===== src/rtl/ql_bus_pkg.sv =====
// Shared types and constants for the QL bus-timing / decode slice.
package ql_bus_pkg;

    localparam int unsigned ADDR_W    = 20;
    localparam int unsigned VRAM_SIZE = 32768;

    typedef enum logic [1:0] {
        SPD_X1 = 2'd0,
        SPD_X2 = 2'd1,
        SPD_X4 = 2'd2,
        SPD_X8 = 2'd3
    } speed_t;

    typedef enum logic [1:0] {
        RAM_128K = 2'd0,
        RAM_384K = 2'd1,
        RAM_640K = 2'd2,
        RAM_896K = 2'd3
    } ramcfg_t;

    // TG68K bus states
    localparam logic [1:0] BS_FETCH = 2'b00;
    localparam logic [1:0] BS_IDLE  = 2'b01;
    localparam logic [1:0] BS_READ  = 2'b10;
    localparam logic [1:0] BS_WRITE = 2'b11;

    // Region bases
    localparam logic [ADDR_W-1:0] ROM_BASE = 20'h00000;
    localparam logic [ADDR_W-1:0] IO_BASE  = 20'h18000;
    localparam logic [ADDR_W-1:0] RAM_BASE = 20'h20000;

endpackage


===== src/rtl/ql_bus_ctrl_if.sv =====
// CPU-side bus bundle between the TG68K wrapper and the bus controller.
interface ql_bus_ctrl_if;
    logic [19:0] cpu_addr;
    logic [1:0]  cpu_busstate;
    logic        cpu_rw;
    logic        ext_wait;
    logic        cpu_rd;
    logic        cpu_wr;
    logic        cpu_cycle;
    logic        cpu_clkena;
    logic        sel_rom;
    logic        sel_io;
    logic        sel_ram;
    logic        sel_vram;

    modport master (
        output cpu_addr, cpu_busstate, cpu_rw, ext_wait,
        input  cpu_rd, cpu_wr, cpu_cycle, cpu_clkena,
        input  sel_rom, sel_io, sel_ram, sel_vram
    );

    modport slave (
        input  cpu_addr, cpu_busstate, cpu_rw, ext_wait,
        output cpu_rd, cpu_wr, cpu_cycle, cpu_clkena,
        output sel_rom, sel_io, sel_ram, sel_vram
    );
endinterface


===== src/rtl/ql_addr_decode.sv =====
// Combinational CPU access qualification and ROM/IO/RAM/VRAM select decode.
module ql_addr_decode
    import ql_bus_pkg::*;
#(
    parameter logic [19:0] VRAM_BASE = 20'h20000
) (
    input  logic [19:0] cpu_addr,
    input  logic [1:0]  cpu_busstate,
    input  logic        cpu_rw,
    input  logic [1:0]  ram_cfg,
    output logic        cpu_rd,
    output logic        cpu_wr,
    output logic        sel_rom,
    output logic        sel_io,
    output logic        sel_ram,
    output logic        sel_vram
);

    // One bit wider so a window near the top of the map cannot wrap
    localparam logic [20:0] VRAM_END = 21'(VRAM_BASE) + 21'(VRAM_SIZE);

    logic act;
    logic xram;
    logic in_vram;

    // Access type, expansion RAM banks and window hits
    always_comb begin
        cpu_rd  = (cpu_busstate == BS_FETCH) || (cpu_busstate == BS_READ);
        cpu_wr  = (cpu_busstate == BS_WRITE) && !cpu_rw;
        act     = cpu_rd || cpu_wr;
        xram    = ((cpu_addr[19:18] == 2'b01) && (ram_cfg >= 2'(RAM_384K))) ||
                  ((cpu_addr[19:18] == 2'b10) && (ram_cfg >= 2'(RAM_640K))) ||
                  ((cpu_addr[19:18] == 2'b11) && (ram_cfg == 2'(RAM_896K)));
        in_vram = (cpu_addr >= VRAM_BASE) && (21'(cpu_addr) < VRAM_END);

        sel_rom  = act && (cpu_addr[19:16] == ROM_BASE[19:16]);
        sel_io   = act && (cpu_addr[19:14] == IO_BASE[19:14]);
        sel_ram  = act && ((cpu_addr[19:17] == RAM_BASE[19:17]) || xram);
        sel_vram = act && in_vram;
    end

endmodule


===== src/rtl/ql_bus_ctrl.sv =====
// QL bus timing: phase enables, speed-graded CPU slots, wait states,
// reset stretcher and RAM-size latch; select decode in ql_addr_decode.
module ql_bus_ctrl
    import ql_bus_pkg::*;
#(
    parameter int unsigned DIV_W      = 5,
    parameter int unsigned RST_CYCLES = 4095,
    parameter logic [19:0] VRAM_BASE  = 20'h20000
) (
    input  logic         clk_sys,
    input  logic         reset_n,
    input  logic         rst_req,
    input  logic [1:0]   speed,
    input  logic [1:0]   ram_req_cfg,
    ql_bus_ctrl_if.slave bus,
    output logic         ce_p,
    output logic         ce_n,
    output logic         ce_vid,
    output logic         ce_sd,
    output logic         ce_bus_p,
    output logic         ce_bus_n,
    output logic         sys_reset,
    output logic [1:0]   ram_cfg
);

    localparam int unsigned RST_W = (RST_CYCLES < 1) ? 1 : $clog2(RST_CYCLES + 1);

    logic [DIV_W-1:0] div;
    logic             duty;
    logic             sub;
    speed_t           speed_q;
    logic             cpu_enable;
    logic [RST_W-1:0] rst_cnt;
    logic             frame_start;
    logic             idle;

    assign frame_start = (div == '0);
    assign idle        = (bus.cpu_busstate == BS_IDLE);

    assign bus.cpu_cycle  = duty & sub;
    assign ce_bus_p       = duty & ce_p;
    assign ce_bus_n       = duty & ce_n;
    assign bus.cpu_clkena = cpu_enable & ce_bus_p;
    assign sys_reset      = (rst_cnt != '0);

    // Free-running phase counter; enables decoded from the pre-increment value
    always_ff @(posedge clk_sys or negedge reset_n) begin
        if (!reset_n) begin
            div    <= '0;
            ce_p   <= 1'b0;
            ce_n   <= 1'b0;
            ce_vid <= 1'b0;
            ce_sd  <= 1'b0;
        end else begin
            div    <= div + DIV_W'(1);
            ce_p   <= (div[2:0] == 3'd0);
            ce_n   <= (div[2:0] == 3'd4);
            ce_vid <= (div[2:0] == 3'd0);
            ce_sd  <= (div[1:0] == 2'd0);
        end
    end

    // Speed grade only changes at a frame boundary; duty picks the CPU phases
    always_ff @(posedge clk_sys or negedge reset_n) begin
        if (!reset_n) begin
            duty    <= 1'b0;
            sub     <= 1'b0;
            speed_q <= SPD_X1;
        end else begin
            if (div[2:0] == 3'd0) begin
                case (speed_q)
                    SPD_X1, SPD_X2: duty <= (div[4:3] == 2'b00);
                    SPD_X4:         duty <= !div[3];
                    default:        duty <= 1'b1;
                endcase
            end
            if (frame_start) begin
                speed_q <= speed_t'(speed);
                sub     <= (speed_q == SPD_X1) ? !sub : 1'b1;
            end
        end
    end

    // CPU clock enable armed on ce_bus_n; a wait from a slave holds off the next slot
    always_ff @(posedge clk_sys or negedge reset_n) begin
        if (!reset_n) begin
            cpu_enable <= 1'b0;
        end else if (ce_bus_n) begin
            cpu_enable <= (bus.cpu_cycle | idle) & !(bus.ext_wait & !idle);
        end
    end

    // Reset stretcher; a request reloads even on the final decrement
    always_ff @(posedge clk_sys or negedge reset_n) begin
        if (!reset_n) begin
            rst_cnt <= RST_W'(RST_CYCLES);
        end else if (rst_req) begin
            rst_cnt <= RST_W'(RST_CYCLES);
        end else if (ce_bus_p && (rst_cnt != '0)) begin
            rst_cnt <= rst_cnt - RST_W'(1);
        end
    end

    // RAM size follows the request only while the system is held in reset
    always_ff @(posedge clk_sys or negedge reset_n) begin
        if (!reset_n) begin
            ram_cfg <= 2'(RAM_128K);
        end else if (sys_reset) begin
            ram_cfg <= ram_req_cfg;
        end
    end

    ql_addr_decode #(
        .VRAM_BASE (VRAM_BASE)
    ) u_decode (
        .cpu_addr     (bus.cpu_addr),
        .cpu_busstate (bus.cpu_busstate),
        .cpu_rw       (bus.cpu_rw),
        .ram_cfg      (ram_cfg),
        .cpu_rd       (bus.cpu_rd),
        .cpu_wr       (bus.cpu_wr),
        .sel_rom      (bus.sel_rom),
        .sel_io       (bus.sel_io),
        .sel_ram      (bus.sel_ram),
        .sel_vram     (bus.sel_vram)
    );

endmodule


===== src/flat_wrapper.sv =====
// flat-port wrapper written by rule: the top's interface ports become plain ports
module ql_bus_ctrl_flat import ql_bus_pkg::*;
#(
    parameter int unsigned DIV_W      = 5,
    parameter int unsigned RST_CYCLES = 4095,
    parameter logic [19:0] VRAM_BASE  = 20'h20000
)
  (clk_sys, reset_n, rst_req, speed, ram_req_cfg, ce_p, ce_n, ce_vid, ce_sd, ce_bus_p, ce_bus_n, sys_reset, ram_cfg, bus_cpu_addr, bus_cpu_busstate, bus_cpu_rw, bus_ext_wait, bus_cpu_rd, bus_cpu_wr, bus_cpu_cycle, bus_cpu_clkena, bus_sel_rom, bus_sel_io, bus_sel_ram, bus_sel_vram);
  ql_bus_ctrl_if bus_i ();
  input  logic clk_sys;
  input  logic reset_n;
  input  logic rst_req;
  input  logic [1:0] speed;
  input  logic [1:0] ram_req_cfg;
  output logic ce_p;
  output logic ce_n;
  output logic ce_vid;
  output logic ce_sd;
  output logic ce_bus_p;
  output logic ce_bus_n;
  output logic sys_reset;
  output logic [1:0] ram_cfg;
  input wire logic [$bits(bus_i.cpu_addr)-1:0] bus_cpu_addr;
  input wire logic [$bits(bus_i.cpu_busstate)-1:0] bus_cpu_busstate;
  input wire logic [$bits(bus_i.cpu_rw)-1:0] bus_cpu_rw;
  input wire logic [$bits(bus_i.ext_wait)-1:0] bus_ext_wait;
  output wire logic [$bits(bus_i.cpu_rd)-1:0] bus_cpu_rd;
  output wire logic [$bits(bus_i.cpu_wr)-1:0] bus_cpu_wr;
  output wire logic [$bits(bus_i.cpu_cycle)-1:0] bus_cpu_cycle;
  output wire logic [$bits(bus_i.cpu_clkena)-1:0] bus_cpu_clkena;
  output wire logic [$bits(bus_i.sel_rom)-1:0] bus_sel_rom;
  output wire logic [$bits(bus_i.sel_io)-1:0] bus_sel_io;
  output wire logic [$bits(bus_i.sel_ram)-1:0] bus_sel_ram;
  output wire logic [$bits(bus_i.sel_vram)-1:0] bus_sel_vram;
  assign bus_i.cpu_addr = bus_cpu_addr;
  assign bus_i.cpu_busstate = bus_cpu_busstate;
  assign bus_i.cpu_rw = bus_cpu_rw;
  assign bus_i.ext_wait = bus_ext_wait;
  assign bus_cpu_rd = bus_i.cpu_rd;
  assign bus_cpu_wr = bus_i.cpu_wr;
  assign bus_cpu_cycle = bus_i.cpu_cycle;
  assign bus_cpu_clkena = bus_i.cpu_clkena;
  assign bus_sel_rom = bus_i.sel_rom;
  assign bus_sel_io = bus_i.sel_io;
  assign bus_sel_ram = bus_i.sel_ram;
  assign bus_sel_vram = bus_i.sel_vram;
  ql_bus_ctrl #(.DIV_W(DIV_W), .RST_CYCLES(RST_CYCLES), .VRAM_BASE(VRAM_BASE)) u_core (.clk_sys(clk_sys), .reset_n(reset_n), .rst_req(rst_req), .speed(speed), .ram_req_cfg(ram_req_cfg), .bus(bus_i), .ce_p(ce_p), .ce_n(ce_n), .ce_vid(ce_vid), .ce_sd(ce_sd), .ce_bus_p(ce_bus_p), .ce_bus_n(ce_bus_n), .sys_reset(sys_reset), .ram_cfg(ram_cfg));
endmodule

===== config.mk =====
export PLATFORM = sky130hd
export DESIGN_NAME = ql_bus_ctrl_flat
export DESIGN_NICKNAME = d
export VERILOG_FILES = /design/src/rtl/ql_bus_pkg.sv /design/src/rtl/ql_bus_ctrl_if.sv /design/src/rtl/ql_addr_decode.sv /design/src/rtl/ql_bus_ctrl.sv /design/src/flat_wrapper.sv
export SDC_FILE = /design/constraint.sdc
export NUM_CORES = 1
export LEC_CHECK = 0
export CAP_MARGIN = 20
export CELL_PAD_IN_SITES_DETAIL_PLACEMENT = 0
export CELL_PAD_IN_SITES_GLOBAL_PLACEMENT = 1
export CORE_ASPECT_RATIO = 0.5
export CORE_MARGIN = 2
export CORE_UTILIZATION = 36
export DETAILED_ROUTE_END_ITERATION = 6
export PLACE_DENSITY = 0.88
export SLEW_MARGIN = 20
export SYNTH_ARGS = -nofsm -noshare
export SYNTH_HDL_FRONTEND = slang
export SYNTH_SLANG_ARGS = --single-unit

===== constraint.sdc =====
create_clock -name clk_sys -period 3.3 [get_ports clk_sys]
set_input_delay 0.66 -clock clk_sys [delete_from_list [all_inputs] [get_ports clk_sys]]
set_output_delay 0.66 -clock clk_sys [all_outputs]
set_load 0.05 [all_outputs]

==> results of run 1 <==
==> cells in the mapped netlist (all sizes together), types with 2 or more instances <==
cell type,number
inv,11
ha,4
nand3,4
nand2b,4
xnor2,2
nor2,7
o21ai,6
dfrtp,15
buf,2
a211o,2
or3b,3
nor3,9
dfstp,12
nor2b,4
mux2i,2
nand2,7
mux2,4
o21a,2
or3,5
or4,2
nor4,5
xor2,2
and3,2
and2,2
==> worst paths after layout <==
kind	depth (start not counted)	endpoint	slack [ns]	from
setup / recovery	6	sys_reset	0.24	u_core.rst_cnt[0]
hold / removal	1	u_core.div[0]	0.48	u_core.div[0]
setup reg to reg	6	u_core.rst_cnt[3]	1.39	u_core.rst_cnt[0]
hold reg to reg	1	u_core.div[0]	0.48	u_core.div[0]
max in group asynchronous	2	u_core.rst_cnt[0]	1.88	reset_n
min in group asynchronous	1	u_core.duty	0.73	reset_n
==> registers in the layout, summed over array words and instances, names as in the netlist <==
| register | count |
|---|---|
| u_core.ram_cfg | 2 |
| u_core.sub | 1 |
| u_core.speed_q | 2 |
| u_core.cpu_enable | 1 |
| u_core.rst_cnt | 12 |
| u_core.duty | 1 |
| u_core.ce_n | 1 |
| u_core.ce_sd | 1 |
| u_core.ce_p | 1 |
| u_core.div | 5 |
==> kinds of logic (layout without fill, tap and decap cells) <==
logic type,count (synthesis),after routing,synth area share
DFF,27,27,0.490
AOI/OAI and AO/OA,19,19,0.0959
buffers and inverters,14,49,0.0480
adders and majority gates,4,4,0.0355
xor gates and xnor gates,4,4,0.0249
and+or+nand+nor,60,60,0.259
muxes,6,6,0.0462
==> per-layer routing <==
layer  routed length, um  GRT usage  vias up
met3                  63     0.0278        4
met2                1390      0.223        9
met5                   0          0        -
li1                    -          -      547
met4                  27     0.0358        0
met1                1330      0.155      508
==> metrics by stage <==
stage                     std cells  power, W   util
after floorplan                 134  0.000385      -
after global placement          216  0.000430  0.508
after detailed placement        216  0.000432  0.508
after CTS                       220  0.000624  0.520
after global routing            220  0.000639  0.520
final                           220  0.000617  0.520
==> worst max-delay path, stage by stage, from the launching register on <==
cell and delay, ns:
dfstp_2 0.56, inv_1 0.06, ha_1 0.21, nand2b_1 0.13
and4bb_4 0.31, inv_1 0.07, clkdlybuf4s50_1 0.79
==> area by class of cell <==
cell class                      instances  area (sq um)
Clock inverter                          1          5.00
Inverter                               11          41.3
Clock buffer                            3          41.3
Fill cell                             314          1720
Timing Repair Buffer                   34           365
Sequential cell                        27           691
Tap cell                               51          63.8
Multi-Input combinational cell         93           658
==> report_power, final <==
group / internal [W] / total, W / switching (W)
logic: 0.0000378 / 0.0000841 / 0.0000463
clock network: 0.0000848 / 0.000192 / 0.000107
registers: 0.000337 / 0.000341 / 0.00000417
==> cells in the final DEF (no fill, tap or decap), drive strengths merged, types with 3 or more instances in the layout <==
cell type       n
dfstp          12
or3             5
or3b            3
clkdlybuf4s50  29
ha              4
inv            11
clkbuf          3
nor2b           4
nand2b          4
nor3            9
o21ai           6
nor2            7
nand2           7
buf             5
nor4            5
dfrtp          15
nand3           4
mux2            4
==> summary.txt, run 1 <==
Run status
  – Status: complete, no violations

Synthesis
  – Sequential share of the synthesized area: 0.490
  – Area share of the largest cell type after synthesis: 0.266
  – Synth async-reset ratio: 1.00
  – Synth area leaders: dfrtp_1 27%, dfstp_2 22%, ha_1 3.6%
  – Cell Area, Synth: 1410 sq um
  – Cells after Synth: ~130
  – Syn_nets: 169
  – Synth cell types: 43
  – Flops & latches, synth: 27
  – Synthesized area per cell: 10.5 sq um
  – Commonest register cell after synthesis: dfrtp_1
  – Yosys top cell by area: dfrtp_1
  – Ys Warns: 0
  – EDFF count, synth: 0

Timing
  – Tcrit/Tclk final: 0.928
  – Min cycle time layout: 3.06 ns
  – Fmax: approximately 330 MHz
  – Max transition margin: 0.633
  – Hold WS: 0.479 ns
  – Final setup TNS: 0 ns
  – Clk_skew: roughly 0.01 ns
  – Unrepaired setup endpoints after global routing: false
  – Worst-Margin Slew: 0.549 ns
  – Final setup viols: 0
  – Final slew viol count: 0
  – Final worst slack: 0.238 ns
  – Final hold violations: 0

Finish
  – Finished Cell Area: 1870 sq um
  – Nets@finish: about 210
  – Share of cells above drive strength 1: 0.178
  – Antenna cells: 0
  – Area added between synthesis and finish: 32.4%

Drt
  – WL final: 2810 um
  – Routed Antenna Nets: 0
  – DRC: 0
  – Vias/cell: 4.85
  – First-pass detailed-route iteration total: 4
  – Via count: 1068
  – DR WL/cell: 12.8 um
  – Initial DRC count: 36

Clocking
  – CTS tree: yes
  – Clk buf depth: 2
  – # hold bufs at CTS: 0
  – Latest clock arrival within the worst-skew pair: 0.28 ns
  – Clk slew on worst S/H paths: 0.09 ns
  – Post-CTS setup buffers: 0
  – CTS buffer count: 3
  – CTS H-Tree Depth: 1
  – Clock sink count: 27
  – Clock Tree Root: clkbuf_8
  – Post-CTS Resized: 0

Setup path
  – Critical Path RT: around 2.6 ns
  – CP Max Fanout: 14
  – CP Capture Type: output port
  – WS Path Type: flip-flop to output port
  – Setup crit start kind: flip-flop
  – Arrival time of the worst setup path: approximately 2.4 ns

Placed design
  – Post-DP HPWL: 2100 um
  – Placed inst area: about 1800 sq um
  – Port Buf Inserts: 33
  – GP Congestion: 0.801
  – Place WS: 0.423 ns

GRT
  – First-pass GRT wire length: approximately 4200 um
  – Vias in the first global route: approximately 930
  – Total track usage: 0.123
  – Largest net degree at the start of global routing: 16
  – Initial antenna violation count: 0
  – Congestion Overflow GR: 0

Die
  – Starting Density: 0.393
  – Die Span Y: 48.2 um
  – Top-level I/O count: 48
  – Std cell rows: 15
  – Total die area: around 4500 sq um
  – Die width: around 92 um
  – Core footprint: 3580 sq um

Power
  – Power per cell area: 331 nW/um^2
  – Worst vdd ir: between 0.15 and 0.2 mV
  – Static leakage: 0.719 nW

Job
  – Number of max-cap violations: 0

Hold path
  – Hold Path Class: flip-flop to flip-flop
No activity file was read; power rests on OpenSTA's default activity.
==> run 2: changes to the inputs <==
Settings changed: GPL_ROUTABILITY_DRIVEN from default to 0.
==> results of run 2 <==
Final layout, timing and power as in run 1 (identical DEF).
==> run 3: changes to the inputs <==
Settings changed: CORE_ASPECT_RATIO 0.5 to 0.7.
==> run 3 against run 2 <==
Effect of this change: sequential cell count did not move; non-clock buffer count unchanged; critical endpoint unchanged; combinational power grew 1%; clock skew decreased by 0.0067 ns; global-route usage rose by 2.6 points; power is 1.0% higher; core utilization decreased by 0.52 points; via count rose by 4.9%; critical path depth unchanged.
==> summary.txt, run 3 (synthesis results as in run 1) <==
Run status
  – Status: complete, no violations

Finish
  – Post-route insts no fill: 219
  – Most frequent cells in the layout: 29 x clkdlybuf4s50_1, 15 x dfrtp_1, 12 x dfstp_2, 11 x inv_1, 9 x nor3_1
  – Nets@finish: 205
  – FILL cells: 330
  – Area added between synthesis and finish: 32.6%
  – Max reg flops: 12
  – Commonest non-fill, non-tap cell in the layout: clkdlybuf4s50_1
  – Biggest regs: u_core.rst_cnt (12), u_core.div (5)
  – Share of cells above drive strength 1: 0.178
  – Antenna cells: 0
  – Largest Register: u_core.rst_cnt

Die
  – Starting Density: 0.389
  – Std cell rows: 18
  – Top-level I/O count: between 40 and 50
  – Total die area: 4440 sq um
  – Die width: 78.8 um
  – Core footprint: between 3000 and 4000 sq um
  – Die Span Y: 56.3 um

GRT
  – Largest net degree at the start of global routing: 21
  – Vias in the first global route: 1107
  – Congestion Overflow GR: 0
  – Initial antenna violation count: 0
  – First-pass GRT wire length: just over 5000 um
  – Total track usage: 0.149

Setup path
  – Setup crit start kind: flip-flop
  – Arrival time of the worst setup path: 2.39 ns
  – Slowest CP cell: clkdlybuf4s50_1
  – Worst r2r path cells: 6
  – CP Max Fanout: 14
  – Most used cell along the critical path: inv_1
  – CP Capture Type: output port
  – Critical Path RT: about 2.6 ns
  – Critical-path cell list: inv_1 > ha_1 > nand2b_1 > and4bb_4 > inv_1 > clkdlybuf4s50_1
  – WS Path Type: flip-flop to output port
  – CP max stage delay: 0.79 ns

Drt
  – WL final: 3010 um
  – First-pass detailed-route iteration total: 4
  – Vias/cell: a little over 5
  – DRC: 0
  – Routed Antenna Nets: 0
  – Via count: 1120
  – Initial DRC count: 21
  – DR WL/cell: 13.7 um

Power
  – Static leakage: approximately 0.72 nW
  – Worst vdd ir: 0.192 mV
  – Power per cell area: between 300 and 400 nW/um^2
  – Tot Pwr: 0.000623 W

Clocking
  – Clock sink count: 27
  – Clk slew on worst S/H paths: 0.10 ns
  – # hold bufs at CTS: 0
  – CTS buffer count: 3
  – CTS H-Tree Depth: 1
  – CTS tree: yes
  – Post-CTS Resized: 0
  – Latest clock arrival within the worst-skew pair: approximately 0.27 ns
  – Clock Tree Root: clkbuf_8
  – Post-CTS setup buffers: 0
  – Clk buf depth: 2

Timing
  – Clk_skew: 0.00310 ns
  – Fmax: 328 MHz
  – Final setup TNS: 0 ns
  – Min cycle time layout: 3.05 ns
  – Unrepaired setup endpoints after global routing: false
  – Final hold violations: 0
  – Tcrit/Tclk final: 0.925
  – Final slew viol count: 0
  – Worst-Margin Slew: between 0.5 and 0.6 ns
  – Final setup viols: 0
  – Max transition margin: 0.656

Placed design
  – Post-DP HPWL: roughly 2400 um
  – Port Buf Inserts: 33
  – DP Cell Count: 215

Job
  – Number of max-cap violations: 0

Hold path
  – Worst Hold Depth: 1
  – Hold Path Class: flip-flop to flip-flop
-- run 3: through the flow --
stage	worst slack [ns]	area, sq um	utilization	hold slack [ns]
2_1_floorplan	-0.0513	1420	-	0.364
3_3_place_gp	0.416	1820	0.501	0.459
3_5_place_dp	0.363	1820	0.501	0.489
4_1_cts	0.238	1870	0.515	0.509
5_1_grt	0.138	1870	0.515	0.524
6_report	0.247	1870	0.515	0.502
-- run 3: per-layer routing --
layer  global-route usage  up-vias  wire (um)  part of all wire
met1                0.207      555       1530              0.51
met4               0.0226        0          0                 0
li1                     -      554          -                 -
met3               0.0386        0         77             0.026
met5                    0        -          0                 0
met2                0.241       11       1400              0.47
-- run 3: final cells by class --
type / count / area [sq um] / share of cell area
well taps: 50 / 62.6 / 0.0335
multi-input cells: 93 / 658 / 0.352
repair buffers: 34 / 365 / 0.196
inverters: 11 / 41.3 / 0.0221
clock inverters: 1 / 8.76 / 0.00469
flip-flops and latches: 27 / 691 / 0.370
clock buffers: 3 / 41.3 / 0.0221
-- run 3: worst paths after layout --
path / end / startpoint / slack [ns]
max in group asynchronous: u_core.rst_cnt[9] / reset_n / 2.02
min reg2reg: u_core.div[0] / u_core.div[0] / 0.50
min: u_core.div[0] / u_core.div[0] / 0.50
min in group asynchronous: u_core.rst_cnt[4] / reset_n / 0.92
max: sys_reset / u_core.rst_cnt[0] / 0.25
max reg2reg: u_core.rst_cnt[5] / u_core.rst_cnt[0] / 1.38
-- run 3: critical path: cells and delay by family (launching register included) --
kind | cells | cell delay, ns
DFF | 1 | 0.57
adders and majority gates | 1 | 0.20
and+or+nand+nor | 2 | 0.44
buffers and inverters | 3 | 0.91
-- run 3: where the power goes --
part	internal, W	switching [W]	total (W)
Combinational	0.0000378	0.0000471	0.0000850
Clock	0.0000886	0.000108	0.000197
Sequential	0.000337	0.00000458	0.000341
